## src/rtl/dpram_fifo_pkg.sv

```systemverilog
// -----------------------------------------------------------------------------
// dpram_fifo_pkg
// Shared constants and types for the dual-port-SRAM backed FIFO controller.
//   DATA_W       : word width (matches dual_port_sram_32x512)
//   ADDR_W       : SRAM address width, RAM_DEPTH = 2**ADDR_W
//   OUTBUF_DEPTH : entries in the registered output buffer
//   LEVEL_W      : width of the fill-level counter (holds up to 514)
//   AF_THRESH / AE_THRESH : default almost_full / almost_empty thresholds,
//                  only used when DPRAM_FIFO_CTRL_ALMOST_EN is defined
// -----------------------------------------------------------------------------
package dpram_fifo_pkg;

   localparam int DATA_W       = 32;
   localparam int ADDR_W       = 9;
   localparam int RAM_DEPTH    = 1 << ADDR_W;
   localparam int OUTBUF_DEPTH = 2;
   localparam int LEVEL_W      = ADDR_W + 1;

   localparam int AF_THRESH    = 508;
   localparam int AE_THRESH    = 4;

   // Occupancy of the 2-entry output buffer.
   typedef enum logic [1:0] {
      BUF_EMPTY = 2'd0,
      BUF_ONE   = 2'd1,
      BUF_FULL  = 2'd2
   } buf_cnt_e;

endpackage : dpram_fifo_pkg

```

## src/rtl/dpram_fifo_outbuf.sv

```systemverilog
// -----------------------------------------------------------------------------
// dpram_fifo_outbuf
// 2-entry register FIFO that catches the SRAM's registered read data and
// presents the head word from a register.
// Ports:
//   clk, rst_n    : clock, asynchronous active-low reset
//   capture_i     : write cap_data_i into the tail this cycle
//   cap_data_i    : word arriving from the SRAM
//   pop_i         : consumer takes the head word this cycle
//   buf_cnt_o     : number of words held (0..2)
//   head_o        : head word (registered, 0 after reset)
// A capture and a pop in the same cycle on a full buffer is handled as
// pop first, then capture, so the buffer stays full.
// -----------------------------------------------------------------------------
module dpram_fifo_outbuf
   import dpram_fifo_pkg::*;
#(
   parameter int DATA_W = dpram_fifo_pkg::DATA_W
) (
   input  logic              clk,
   input  logic              rst_n,
   input  logic              capture_i,
   input  logic [DATA_W-1:0] cap_data_i,
   input  logic              pop_i,
   output logic [1:0]        buf_cnt_o,
   output logic [DATA_W-1:0] head_o
);

   buf_cnt_e          cnt_q, cnt_d;
   logic [DATA_W-1:0] head_q, head_d;
   logic [DATA_W-1:0] tail_q, tail_d;

   // NOTE: every signal assigned in always_comb gets a default first so no
   // path leaves it unassigned -- that is what keeps latches from appearing.
   always_comb begin
      cnt_d  = cnt_q;
      head_d = head_q;
      tail_d = tail_q;
      case (cnt_q)
         BUF_EMPTY: begin
            if (capture_i) begin
               head_d = cap_data_i;
               cnt_d  = BUF_ONE;
            end
         end
         BUF_ONE: begin
            if (capture_i && pop_i) begin
               head_d = cap_data_i;
            end else if (capture_i) begin
               tail_d = cap_data_i;
               cnt_d  = BUF_FULL;
            end else if (pop_i) begin
               cnt_d  = BUF_EMPTY;
            end
         end
         BUF_FULL: begin
            if (pop_i) begin
               head_d = tail_q;
               if (capture_i) begin
                  tail_d = cap_data_i;
               end else begin
                  cnt_d = BUF_ONE;
               end
            end
         end
         default: cnt_d = BUF_EMPTY;
      endcase
   end

   // NOTE: the two data registers are reset as well: the buffer is tiny and
   // pop_data must read 0 out of reset. The SRAM itself is never cleared.
   // NOTE: sequential state uses non-blocking assignments only, so every
   // register samples the pre-edge value of the others.
   always_ff @(posedge clk or negedge rst_n) begin
      if (!rst_n) begin
         cnt_q  <= BUF_EMPTY;
         head_q <= '0;
         tail_q <= '0;
      end else begin
         cnt_q  <= cnt_d;
         head_q <= head_d;
         tail_q <= tail_d;
      end
   end

   assign buf_cnt_o = cnt_q;
   assign head_o    = head_q;

endmodule : dpram_fifo_outbuf

```

## src/rtl/dpram_fifo_ctrl.sv

```systemverilog
// -----------------------------------------------------------------------------
// dpram_fifo_ctrl
// Runs an external dual_port_sram_32x512 as a (2**ADDR_W)+2 word synchronous
// FIFO: generates SRAM write/read strobes and addresses, and catches the
// 1-cycle read data in a 2-entry output buffer for 1 word/cycle pops.
// Ports:
//   clk, rst_n                 : clock, asynchronous active-low reset
//   push_valid/ready/data      : producer handshake
//   pop_valid/ready/data       : consumer handshake (pop_data registered)
//   mem_wen/waddr/wdata        : SRAM write port
//   mem_ren/raddr, mem_rdata   : SRAM read port, rdata valid cycle after ren
//   level                      : words held (RAM + in-flight + buffer)
// Optional: defining DPRAM_FIFO_CTRL_ALMOST_EN adds registered almost_full
// (level >= AF_THRESH) and almost_empty (level <= AE_THRESH).
// -----------------------------------------------------------------------------
module dpram_fifo_ctrl
   import dpram_fifo_pkg::*;
#(
   parameter int DATA_W    = dpram_fifo_pkg::DATA_W,
   parameter int ADDR_W    = dpram_fifo_pkg::ADDR_W
`ifdef DPRAM_FIFO_CTRL_ALMOST_EN
   ,
   parameter int AF_THRESH = dpram_fifo_pkg::AF_THRESH,
   parameter int AE_THRESH = dpram_fifo_pkg::AE_THRESH
`endif
) (
   input  logic              clk,
   input  logic              rst_n,
   input  logic              push_valid,
   output logic              push_ready,
   input  logic [DATA_W-1:0] push_data,
   output logic              pop_valid,
   input  logic              pop_ready,
   output logic [DATA_W-1:0] pop_data,
   output logic              mem_wen,
   output logic [ADDR_W-1:0] mem_waddr,
   output logic [DATA_W-1:0] mem_wdata,
   output logic              mem_ren,
   output logic [ADDR_W-1:0] mem_raddr,
   input  logic [DATA_W-1:0] mem_rdata,
   output logic [ADDR_W:0]   level
`ifdef DPRAM_FIFO_CTRL_ALMOST_EN
   ,
   output logic              almost_full,
   output logic              almost_empty
`endif
);

   localparam logic [ADDR_W:0] RAM_FULL = {1'b1, {ADDR_W{1'b0}}};
   localparam logic [2:0]      OB_DEPTH = 3'(OUTBUF_DEPTH);

   logic [ADDR_W-1:0] wptr_q, rptr_q;
   logic [ADDR_W:0]   ram_cnt_q, ram_cnt_d;
   logic              rd_inflight_q;
   logic [ADDR_W:0]   level_q, level_d;

   logic              accept, issue, pop_fire;
   logic [1:0]        buf_cnt, buf_cnt_d;
   logic [2:0]        held, room;

   // rst_n gates push_ready so no write strobe can leak out while reset is
   // held; once released it is purely a function of the RAM count.
   assign push_ready = rst_n & (ram_cnt_q != RAM_FULL);
   assign accept     = push_valid & push_ready;
   assign pop_valid  = (buf_cnt != 2'd0);
   assign pop_fire   = pop_valid & pop_ready;

   // Issue a read only if the word can land in the buffer: words already in
   // the buffer plus the one in flight, minus this cycle's pop, must be < 2.
   // Written as held < depth + pop to avoid unsigned underflow.
   assign held  = {1'b0, buf_cnt} + {2'b00, rd_inflight_q};
   assign room  = OB_DEPTH + {2'b00, pop_fire};
   assign issue = (ram_cnt_q != '0) && (held < room);

   assign mem_wen   = accept;
   assign mem_waddr = wptr_q;
   assign mem_wdata = push_data;
   assign mem_ren   = issue;
   assign mem_raddr = rptr_q;

   assign ram_cnt_d = ram_cnt_q + (ADDR_W+1)'(accept) - (ADDR_W+1)'(issue);
   // Buffer count after this cycle's capture and pop; modulo-4 intermediate
   // is fine because the true result is always 0..2.
   assign buf_cnt_d = buf_cnt + {1'b0, rd_inflight_q} - {1'b0, pop_fire};
   assign level_d   = ram_cnt_d + (ADDR_W+1)'(issue) + (ADDR_W+1)'(buf_cnt_d);

   always_ff @(posedge clk or negedge rst_n) begin
      if (!rst_n) begin
         wptr_q        <= '0;
         rptr_q        <= '0;
         ram_cnt_q     <= '0;
         rd_inflight_q <= 1'b0;
         level_q       <= '0;
      end else begin
         if (accept) wptr_q <= wptr_q + 1'b1;
         if (issue)  rptr_q <= rptr_q + 1'b1;
         ram_cnt_q     <= ram_cnt_d;
         rd_inflight_q <= issue;
         level_q       <= level_d;
      end
   end

   assign level = level_q;

   dpram_fifo_outbuf #(
      .DATA_W (DATA_W)
   ) u_outbuf (
      .clk        (clk),
      .rst_n      (rst_n),
      .capture_i  (rd_inflight_q),
      .cap_data_i (mem_rdata),
      .pop_i      (pop_fire),
      .buf_cnt_o  (buf_cnt),
      .head_o     (pop_data)
   );

`ifdef DPRAM_FIFO_CTRL_ALMOST_EN
   localparam logic [ADDR_W:0] AF_LVL = (ADDR_W+1)'(AF_THRESH);
   localparam logic [ADDR_W:0] AE_LVL = (ADDR_W+1)'(AE_THRESH);

   logic almost_full_q, almost_empty_q;

   // Derived from level_d so the flags change in the same cycle as level.
   always_ff @(posedge clk or negedge rst_n) begin
      if (!rst_n) begin
         almost_full_q  <= 1'b0;
         almost_empty_q <= 1'b1;
      end else begin
         almost_full_q  <= (level_d >= AF_LVL);
         almost_empty_q <= (level_d <= AE_LVL);
      end
   end

   assign almost_full  = almost_full_q;
   assign almost_empty = almost_empty_q;
`endif

endmodule : dpram_fifo_ctrl

```

## config.mk

```make
export PLATFORM = sky130hd
export DESIGN_NAME = dpram_fifo_ctrl
export DESIGN_NICKNAME = d
export VERILOG_FILES = /design/src/rtl/dpram_fifo_pkg.sv /design/src/rtl/dpram_fifo_outbuf.sv /design/src/rtl/dpram_fifo_ctrl.sv
export SDC_FILE = /design/constraint.sdc
export NUM_CORES = 1
export LEC_CHECK = 0
export ABC_AREA = 1
export CORE_MARGIN = 2
export CORE_UTILIZATION = 25
export CTS_CLUSTER_DIAMETER = 120
export CTS_CLUSTER_SIZE = 40
export DETAILED_ROUTE_END_ITERATION = 6
export PLACE_DENSITY = 0.46
export SYNTH_ARGS = -nofsm -noshare
export SYNTH_HDL_FRONTEND = slang
export SYNTH_SLANG_ARGS = --single-unit
```

## constraint.sdc

```tcl
create_clock -name clk -period 10.15 [get_ports clk]
set_input_delay 2.03 -clock clk [delete_from_list [all_inputs] [get_ports clk]]
set_output_delay 2.03 -clock clk [all_outputs]
set_load 0.05 [all_outputs]
```

**After elaboration in Yosys (flattened, before gate mapping)**

Cells that the tools add are included.

- Order comparisons: 1
- Mux-type cells: 15
- Reduce and logical (&&, ||, !) cells: 10
- Eq/ne operators: 9
- Bitwise operators: 3
- Add/subtract/negate cells: 10

Operators with widths:

| kind | count |
|---|---|
| $mux 32 | 6 |
| $pmux 32 s3 | 1 |
| $pmux 32 s2 | 1 |
| $add 10x1->10 | 2 |
| $add 9x1->9 const B | 2 |
| $mux 2 | 6 |
| $add 10x2->10 | 1 |
| $ne 10x10->1 const B | 1 |
| $reduce_bool 10->1 | 1 |
| $sub 10x1->10 | 1 |
| $ne 2x2->1 const B | 4 |
| $pmux 2 s3 | 1 |
| $reduce_and 5->1 | 1 |
| $reduce_and 4->1 | 1 |
| $reduce_bool 2->1 | 2 |
| $add 2x1->3 | 1 |
| $add 2x1->3 const A | 1 |
| $and 1x1->1 | 3 |
| $lt 3x3->1 | 1 |
| $ne 3x3->1 const B | 1 |
| $reduce_and 3->1 | 1 |
| $reduce_bool 3->1 | 1 |
| $add 2x1->2 | 1 |
| $eq 2x1->1 const B | 1 |
| 5 further kinds | 6 |

- Register bits: 105
- Logic and storage cells: 56
- Output and inout port bits: 96
- Bits of input ports: 68

**Depth between registers and ports, before layout**

- Depth in word-level cells: 8
- Gate-level depth with buffers: 23

**By module**

A second synthesis with hierarchy kept.

- Cell total of the unflattened synthesis: 725
- Area, all modules: 5760.5 sq um

By module, submodules not included:

| module | sequential area each (sq um) | instances | cells an instance | area each (sq um) |
|---|---|---|---|---|
| dpram_fifo_outbuf | 1651.6 | 1 | 404 | 3076.7 |
| dpram_fifo_ctrl | 975.9 | 1 | 321 | 2683.8 |

**Least setup slack after synthesis**

No wires, ideal clock.

- Kind: input-to-reg
- From: input port pop_ready
- To: register level_q[9], in the netlist level[9]
- Data required time: 10027 ps
- Slack: 5225 ps
- Stages on the path: 18
- Arrival: 4802 ps
- Setup time: 123 ps
- Path buffers: 0
- Cell sequence: nand2_1 o21ai_2 nand3_2 inv_2 ha_1 inv_1 ha_1 inv_1 fa_1 inv_1 ha_1 a21oi_1 nor2_1 nand3_1 nor2_1 nand3_1 o21ai_0 nand2_1

- Longest elaborated chain between the ends: 7
- Elaborated cells on any way between the ends: 8
- Classes of those cells: add/sub (5); order compare (1); bitwise (1); reduce/logical (1)

RTL lines:

| item | line | RTL |
|---|---|---|
| start, declared | dpram_fifo_ctrl.sv:33 | `input logic pop_ready,` |
| $and 1x1->1 | dpram_fifo_ctrl.sv:66 | `assign pop_fire = pop_valid & pop_ready;` |
| $add 2x1->3 | dpram_fifo_ctrl.sv:72 | `assign room = OB_DEPTH + {2'b00, pop_fire};` |
| $lt 3x3->1 | dpram_fifo_ctrl.sv:73 | `assign issue = (ram_cnt_q != '0) && (held < room);` |
| $logic_and 1x1->1 | dpram_fifo_ctrl.sv:73 |  |
| net mem_ren | dpram_fifo_ctrl.sv:38 | `output logic mem_ren,` |
| $sub 10x1->10 | dpram_fifo_ctrl.sv:81 | `assign ram_cnt_d = ram_cnt_q + (ADDR_W+1)'(accept) - (ADDR_W+1)'(issue);` |
| net ram_cnt_d[1] | dpram_fifo_ctrl.sv:53 | `logic [ADDR_W:0] ram_cnt_q, ram_cnt_d;` |
| $add 10x1->10 | dpram_fifo_ctrl.sv:85 | `assign level_d = ram_cnt_d + (ADDR_W+1)'(issue) + (ADDR_W+1)'(buf_cnt_d);` |
| $add 10x2->10 | dpram_fifo_ctrl.sv:85 |  |
| net level_d[9] | dpram_fifo_ctrl.sv:55 | `logic [ADDR_W:0] level_q, level_d;` |
| end signal, assigned | dpram_fifo_ctrl.sv:99 | `level_q <= level_d;` |
| end, declared | dpram_fifo_ctrl.sv:55 |  |

The timed path passes the listed nets, and every way through them passes these cells.
A chain may end at the register's enable or synchronous reset.

**Final worst setup path**

- From: input port rst_n
- To: output port mem_wen

- Longest elaborated chain between the ends: 2

RTL lines:

| item | line | RTL |
|---|---|---|
| start, declared | dpram_fifo_ctrl.sv:28 | `input logic rst_n,` |
| $and 1x1->1 | dpram_fifo_ctrl.sv:63 | `assign push_ready = rst_n & (ram_cnt_q != RAM_FULL);` |
| $and 1x1->1 | dpram_fifo_ctrl.sv:64 | `assign accept = push_valid & push_ready;` |
| end, declared | dpram_fifo_ctrl.sv:35 | `output logic mem_wen,` |

No other way between the ends.

==> summary.md <==
| Metric | Value |
|---|---|
| Grt ovf | 0 |
| HPWL after DPL | about 9000 um |
| Total global-route track usage | between 10% and 20% |
| Layout cell share with drive strength beyond 1 | under 10% |
| Syn Area/Cell | approximately 9.2 sq um |
| Num CTS Buffers | 9 |
| Yosys cell types | 29 |
| Worst Path Arrival | 4.46 ns |
| Least-Margin Pin Slew | about 0.93 ns |
| Clock-pin slew on the worst setup and hold paths | around 0.070 ns |
| Post-synthesis cell area | roughly 5400 sq um |
| GP Congestion | between 0.7 and 0.8 |
| Final-report setup violation count | 0 |
| Final hold slack | just under 0.5 ns |
| FF+latch area | about 2600 sq um |
| Seq cells post-synth | 105 |
| Net Count, Synth | slightly below 700 |
| Number of enable flip-flop cells after synthesis | 0 |
| Number of global-route vias before repair | around 4000 |
| Clock Tree Buf Depth | 2 |
| Main synth FF type | dfrtp_1 |
| Count of final hold-check violations | 0 |
| DRT antenna net count | 0 |
| Routed WL | between 10000 and 15000 um |
| Post-CTS Resized | 0 |
| Top cells by area, synth | dfrtp_1 (49%), nand2_1 (11%), mux2_2 (6.5%) |
| Hold path cells | 1 |
| Drc violations | 0 |
| Initial Utilization | 25.58% |
| Post-layout net count | roughly 750 |
| Area Overhead vs Synth | 24.65% |
| Critical Path End Type | output pin |
| Setup TNS | 0 ns |
| First-pass GRT wire length | between 20000 and 25000 um |
| Post-CTS setup buffers | 0 |
| Max Clock Freq | approximately 0.15 GHz |
| RSZ-0062 raised after global routing | no |
| # clock sinks | about 110 |
| Count leader, synth | nand2_1 |
| Top cells by count, synth | nand2_1 (155), dfrtp_1 (105), inv_1 (58) |
| CP Launch Type | input pin |
| Min-delay src | u_outbuf.tail_q[6] |
| CTS tree | built |
| Pin count of the biggest net entering global routing | 65 |
| Max Clock Skew | 0.01098 ns |
| PortBufs | between 90 and 100 |
| WS Path Type | input pin to output pin |
| Number of DRC markers in iteration 0 | approximately 160 |
| R2R cell count | 19 |
| FP Rows | 53 |
| Vias per cell | 4.284 |
| Via Count | approximately 4000 |
| Reg2reg end | level[9] |
| DIE HEIGHT | around 150 um |
| Yosys top cell area share | 48.57% |
| Final period utilization | 63.91% |
| Worst hold path class | register to register |
| Initial antenna violation count | 0 |
| Max capacitance violation total | 0 |
| Synth Warn # | 0 |
| Die X | between 150 and 200 um |
| Hold Path End | u_outbuf.tail_q[6] |
| Mapped Cells | 591 |
| Async set-reset flop share out of synthesis | between 90% and 100% |
| # H-tree levels | 3 |
| Antenna Cells | 0 |
| Die area | around 23000 sq um |
| Clk root buf | clkbuf_16 |
| Post-detailed-route wirelength per cell | 13.32 um |
| Status | finished clean |
| Detailed Routing Iterations Pass 1 | 4 |
| Crit-path max FO | 53 |
| Post-synthesis sequential area ratio | around half |
| Cell taking the most area after synthesis | dfrtp_1 |
| Multi-input logic area | around 2200 sq um |
| Hold_buf cts | 0 |
| Core area | around 21000 sq um |
| R2R Setup Slk | slightly above 6 ns |
| Layout filler cell count | 2174 |
| Tmin final | 6.486 ns |
| Worst R2R Start | ram_cnt_q[7] |
| Post-Route Utilization | between 30% and 40% |
| Slew Viols, Final | 0 |
| Clock latency on the worst-skew pair | 0.35 ns |
| Relative slew slack | 37.76% |
| Worst EP required | between 8 and 9 ns |
| Boundary pin count | roughly 160 |
sequential cells by signal, summed over array words and instances, names as in the netlist:
register            count
u_outbuf.head_o        32
u_outbuf.tail_q        32
level                  10
ram_cnt_q              10
mem_raddr               9
mem_waddr               9
u_outbuf.buf_cnt_o      2
rd_inflight_q           1
kinds of logic after synthesis:
group / count (synthesis) / synth area share, %
DFF: 105 / 48.57
AOI/OAI and AO/OA: 45 / 5.666
buffers and inverters: 111 / 10.48
xor gates and xnor gates: 24 / 3.885
and+or+nand+nor: 249 / 18.55
muxes: 32 / 6.660
adders and majority gates: 25 / 6.198
metal layers:
metal,share of wire [%],global-route usage [%],up-vias
met4,1.3,3.318,0
met3,6.3,3.253,16
li1,-,-,1987
met1,47,15.27,1896
met2,46,18.39,107
met5,0,0,-
cell type report:
class                           instances  share of cell area [%]
Timing Repair Buffer                  102                   14.99
Clock buffer                           11                   3.599
Multi-Input combinational cell        375                   32.86
Clock inverter                          5                   1.039
Sequential cell                       105                   38.96
Inverter                               62                   3.451
Tap cell                              275                   5.102
layout by cell type, fill, tap and decap left out, types with 9 or more instances in the layout:
cell type        netlist  final
ha_1                  22     22
a31oi_1               32     32
clkdlybuf4s50_1        0     98
clkbuf_16              0      9
nand2_1              155    155
inv_1                 58     58
xor2_1                16     16
nor2_1                55     55
dfrtp_1              105    105
mux2_2                31     31
nand3_1               22     22
how the worst max path moves through the flow:
| stage | from | end | depth (start not counted) |
|---|---|---|---|
| after global placement | rst_n | mem_wen | 4 |
| after floorplan | pop_ready | level[9] | 18 |
| final | rst_n | mem_wen | 4 |
| after detailed placement | rst_n | mem_wen | 4 |
| after global routing | rst_n | mem_wen | 4 |
| after CTS | rst_n | mem_wen | 4 |
worst max-delay path, cell delays in order:
cell and delay (ns):
buf_4 0.52, nand2_1 0.17, nor2_1 0.74, clkdlybuf4s50_1 0.95
per-stage QoR:
stage | std cells | area [sq um] | setup WS (ns)
floorplan | 591 | 5410 | 5.225
global placement | 919 | 6431 | 3.607
detailed placement | 919 | 6431 | 3.558
CTS | 935 | 6744 | 3.538
global route | 935 | 6744 | 3.351
finish | 935 | 6744 | 3.664
Power is left out: the tool's default activity adds up to more than one toggle a clock period on the data nets, which glitch-free logic cannot reach.
